`src/rtl/alu_8.sv`:
```
`timescale 1ns/1ps
`default_nettype none
// ============================================================================
// Module      : alu_8
// Description : Registered 4-function ALU (ADD/AND/OR/XOR) with a gate-level
//               ripple-carry adder. Optional zero/negative/overflow flags are
//               enabled by defining ALU8_FLAGS_EN.
// Revision    : 1.0 - initial release
// ============================================================================
module alu_8 #(
    parameter int WIDTH = 8
) (
    input  logic             clk,
    input  logic             rst,
    input  logic             in_valid,
    input  logic [WIDTH-1:0] a,
    input  logic [WIDTH-1:0] b,
    input  logic [1:0]       op,
    output logic [WIDTH-1:0] y,
    output logic             carry,
    output logic             half_carry,
`ifdef ALU8_FLAGS_EN
    output logic             zero,
    output logic             negative,
    output logic             overflow,
`endif
    output logic             out_valid
);

    localparam logic [1:0] c_OP_ADD = 2'b00;
    localparam logic [1:0] c_OP_AND = 2'b01;
    localparam logic [1:0] c_OP_OR  = 2'b10;
    localparam logic [1:0] c_OP_XOR = 2'b11;

    logic [WIDTH-1:0] w_sum;
    logic [WIDTH:0]   w_c;
    logic [WIDTH-1:0] w_y;
    logic             w_carry;
    logic             w_half;

    logic [WIDTH-1:0] r_y;
    logic             r_carry;
    logic             r_half;
    logic             r_out_valid;

    assign w_c[0] = 1'b0;

    // One full adder per bit, built only from 2-input gates.
    genvar i;
    generate
        for (i = 0; i < WIDTH; i = i + 1) begin : g_fa
            logic w_p;
            logic w_g;
            logic w_pc;
            assign w_p        = a[i] ^ b[i];
            assign w_g        = a[i] & b[i];
            assign w_pc       = w_p & w_c[i];
            assign w_sum[i]   = w_p ^ w_c[i];
            assign w_c[i+1]   = w_g | w_pc;
        end
    endgenerate

    always_comb begin
        w_y     = '0;
        w_carry = 1'b0;
        w_half  = 1'b0;
        case (op)
            c_OP_ADD: begin
                w_y     = w_sum;
                w_carry = w_c[WIDTH];
                w_half  = w_c[4];
            end
            c_OP_AND: w_y = a & b;
            c_OP_OR:  w_y = a | b;
            c_OP_XOR: w_y = a ^ b;
            default:  w_y = '0;
        endcase
    end

    always_ff @(posedge clk) begin
        if (rst) begin
            r_y         <= '0;
            r_carry     <= 1'b0;
            r_half      <= 1'b0;
            r_out_valid <= 1'b0;
        end else begin
            r_out_valid <= in_valid;
            if (in_valid) begin
                r_y     <= w_y;
                r_carry <= w_carry;
                r_half  <= w_half;
            end
        end
    end

    assign y          = r_y;
    assign carry      = r_carry;
    assign half_carry = r_half;
    assign out_valid  = r_out_valid;

`ifdef ALU8_FLAGS_EN
    logic w_overflow;
    logic r_zero;
    logic r_negative;
    logic r_overflow;

    // Signed overflow: operands agree in sign but the sum's sign differs.
    assign w_overflow = (op == c_OP_ADD) && (a[WIDTH-1] == b[WIDTH-1])
                        && (w_sum[WIDTH-1] != a[WIDTH-1]);

    always_ff @(posedge clk) begin
        if (rst) begin
            r_zero     <= 1'b0;
            r_negative <= 1'b0;
            r_overflow <= 1'b0;
        end else if (in_valid) begin
            r_zero     <= (w_y == '0);
            r_negative <= w_y[WIDTH-1];
            r_overflow <= w_overflow;
        end
    end

    assign zero     = r_zero;
    assign negative = r_negative;
    assign overflow = r_overflow;
`endif

endmodule
`default_nettype wire

```
`config.mk`:
```
export PLATFORM = sky130hd
export DESIGN_NAME = alu_8
export DESIGN_NICKNAME = d
export VERILOG_FILES = /design/src/rtl/alu_8.sv
export SDC_FILE = /design/constraint.sdc
export NUM_CORES = 1
export LEC_CHECK = 0
export BUFFER_PORTS_ARGS = -buffer_cell sky130_fd_sc_hd__buf_4
export CAP_MARGIN = 20
export CELL_PAD_IN_SITES_DETAIL_PLACEMENT = 1
export CELL_PAD_IN_SITES_GLOBAL_PLACEMENT = 1
export CORE_UTILIZATION = 25
export DETAILED_ROUTE_END_ITERATION = 6
export GPL_TIMING_DRIVEN = 1
export HOLD_SLACK_MARGIN = 0.1
export PLACE_DENSITY_LB_ADDON = 0.12
export SYNTH_ARGS = -nofsm -noshare
export SYNTH_HDL_FRONTEND = slang
export SYNTH_SLANG_ARGS = --single-unit
```
`constraint.sdc`:
```
create_clock -name clk -period 12.6 [get_ports clk]
set_input_delay 2.52 -clock clk [delete_from_list [all_inputs] [get_ports clk]]
set_output_delay 2.52 -clock clk [all_outputs]
set_load 0.01 [all_outputs]
```
==> results_dict.tcl <==
set metrics [dict create \
    clock_latency_ns 0.24 \
    place_area_sq_um 1330 \
    first_pass_iters 4 \
    timing.rr.end "y[0]" \
    hold_viol_final 0 \
    startpoint "a[0]" \
    ctsHoldBuffers 0 \
    status "complete, no violations" \
    p_leak_nw 0.659 \
    dieArea_sq_um 4500 \
    worstMarginPinSlew_ns 0.345 \
    synth_area_sq_um 1060 \
    root_buffer "clkbuf_8" \
    place_ws_ns 6.43 \
    grt_max_degree 26 \
    synthMuxAreaShare 0.0661 \
    final_nets 189 \
    placementRows 23 \
    synth_top_family_by_area "adder cells" \
    rsz0062_at_grt "no" \
    path_max_fanout 2 \
    hold_ws_ns 0.467 \
    grt_pass1_vias 992 \
    start_util 0.263 \
    cts_made_buffers 3 \
    p_per_area_nw_per_um2 81.1 \
    grt_first_pass_wirelength_mm 4.63 \
    final_cell_mix "buf_4 (31), inv_1 (16), nor2b_1 (16), ha_1 (16), dfxtp_1 (11)" \
    cts.sinks 11 \
    avgViaCountPerCell 4.58 \
    reg2reg_from "y[0]" \
    period_share 0.469 \
    final_max_slew_viol_count 0 \
    dp_hpwl_mm 2.05 \
    synthAdderAreaFrac 0.321 \
    end_kind "flip-flop" \
    cts_resized 0 \
    routed_wl_mm 2.68 \
    hold_class "flip-flop to flip-flop" \
    synth-simple-area-share 0.185 \
    clkSlewWorstSetupHoldPaths_ns 0.06 \
    fin_skew_ns 0 \
    worstSetupEndpoint "y[7]" \
    num_vias 888 \
    final_area_sq_um 1380 \
    maxCapViolCount 0 \
    dp.cells 190 \
    pin_count 32 \
    synth.distinct_cells 23 \
    final_common_cell "buf_4" \
    antenna_found_initial 0 \
    antenna_cells 0 \
    cp-start-kind "primary input" \
    worstHoldPathCells 2 \
    crit_required_ns 12.74 \
    gp_congestion 0.701 \
    synth_cells 114 \
    wl_per_cell_um 13.8 \
    fmax_ghz 0.169 \
    timing.slew.headroom 0.769 \
    synth_nets 158 \
    synth_seq_area_share 0.208 \
    ant_nets 0 \
    io_buffers 31 \
    finalWorstSetupSlack_ns 6.69 \
    grt-ovfl-total 0 \
    synth_seq_cells 11 \
    ys.flop_type "dfxtp_1" \
    r2r_cells 3 \
    cp.arrival_ns 6.04 \
    core_area_sq_um 4030 \
    cts_setup_buffers 0 \
    cts_tree "done" \
    die_x_um 67.1 \
    setup_tns_ns 0 \
    async_flop_share 0 \
    synth_edf_count 0 \
    layout.cells.non_filler 194 \
    fin_util 0.342 \
    syn_to_final_growth_pct 29.9 \
    htreeDepth 1 \
    period_minus_slack_ns 5.91 \
    setup.worst_path.class "primary input to flip-flop" \
    rrSetupSlack_ns 11.83 \
    drtIter0Drc 16 \
    clock_path_buffers 2 \
    avgSynthCellArea_sq_um 9.30 \
    finalPower_uw 112 \
    drive_gt1_frac 0.243 \
    synth-compound-area-share 0.132 \
    grt_use_total 0.140 \
    yosysWarnings 0 \
    finalSetupViolations 0 \
    ir_drop_uv 28.6 \
    synth_xor_area_frac 0.00826 \
    die_y_um 67.1 \
    post-route-drc-count 0 \
]
==> cell usage after synthesis (2+ instances only) <==
library cell  instances  area [sq um]
ha_1                 16           200
dfxtp_1              11           220
inv_1                16          60.1
clkbuf_1              3          11.3
a21oi_1               2          10.0
o21ai_1               6          30.0
fa_1                  7           140
o32a_1                7          70.1
mux2i_1               7          70.1
nor2b_1              16           100
nand3_1               2          10.0
nand2b_1             10          62.6
==> cell type report <==
| cell class | instances | area (sq um) |
|---|---|---|
| Fill cell | 496 | 2650 |
| Multi-Input combinational cell | 82 | 756 |
| Timing Repair Buffer | 31 | 233 |
| Sequential cell | 11 | 220 |
| Tap cell | 50 | 62.6 |
| Inverter | 16 | 60.1 |
| Clock buffer | 4 | 45.0 |
==> sequential cells by signal (all words and copies together), names as in the netlist <==
signal and flops:
half_carry 1, y 8, carry 1, out_valid 1
==> routing by layer <==
metal,vias up,wire length (um),global-route usage
met5,-,0,0
met4,0,4,0.0399
met3,2,111,0.0257
met2,20,1350,0.239
met1,428,1210,0.179
li1,438,-,-
==> power by group <==
part / total [mW] / internal (mW) / switching [mW]
Sequential: 0.0390 / 0.0376 / 0.00141
Clock: 0.0376 / 0.0223 / 0.0153
Combinational: 0.0351 / 0.0182 / 0.0169
Total: 0.112 / 0.0781 / 0.0336
==> cell families after synthesis <==
family                     Yosys count
adders and majority gates           23
DFF                                 11
and+or+nand+nor                     32
muxes                                7
xor gates and xnor gates             1
AOI/OAI and AO/OA                   19
buffers and inverters               21
==> critical path, cell delays in order <==
cell     delay [ns]
buf_4          0.11
ha_1           0.22
fa_1           0.41
fa_1           0.40
fa_1           0.42
fa_1           0.39
fa_1           0.39
fa_1           0.39
fa_1           0.43
mux2i_1        0.13
o32a_1         0.17
o21ai_2        0.05
==> worst min path at each step <==
| stage | start | slack [ns] | endpoint |
|---|---|---|---|
| 2_1_floorplan | y[2] | 0.49 | y[2] |
| 3_3_place_gp | y[6] | 0.46 | y[6] |
| 3_5_place_dp | y[6] | 0.46 | y[6] |
| 4_1_cts | y[6] | 0.48 | y[6] |
| 5_1_grt | y[6] | 0.50 | y[6] |
| 6_report | y[6] | 0.47 | y[6] |
Note: power is estimated with default switching activity, not from simulation.
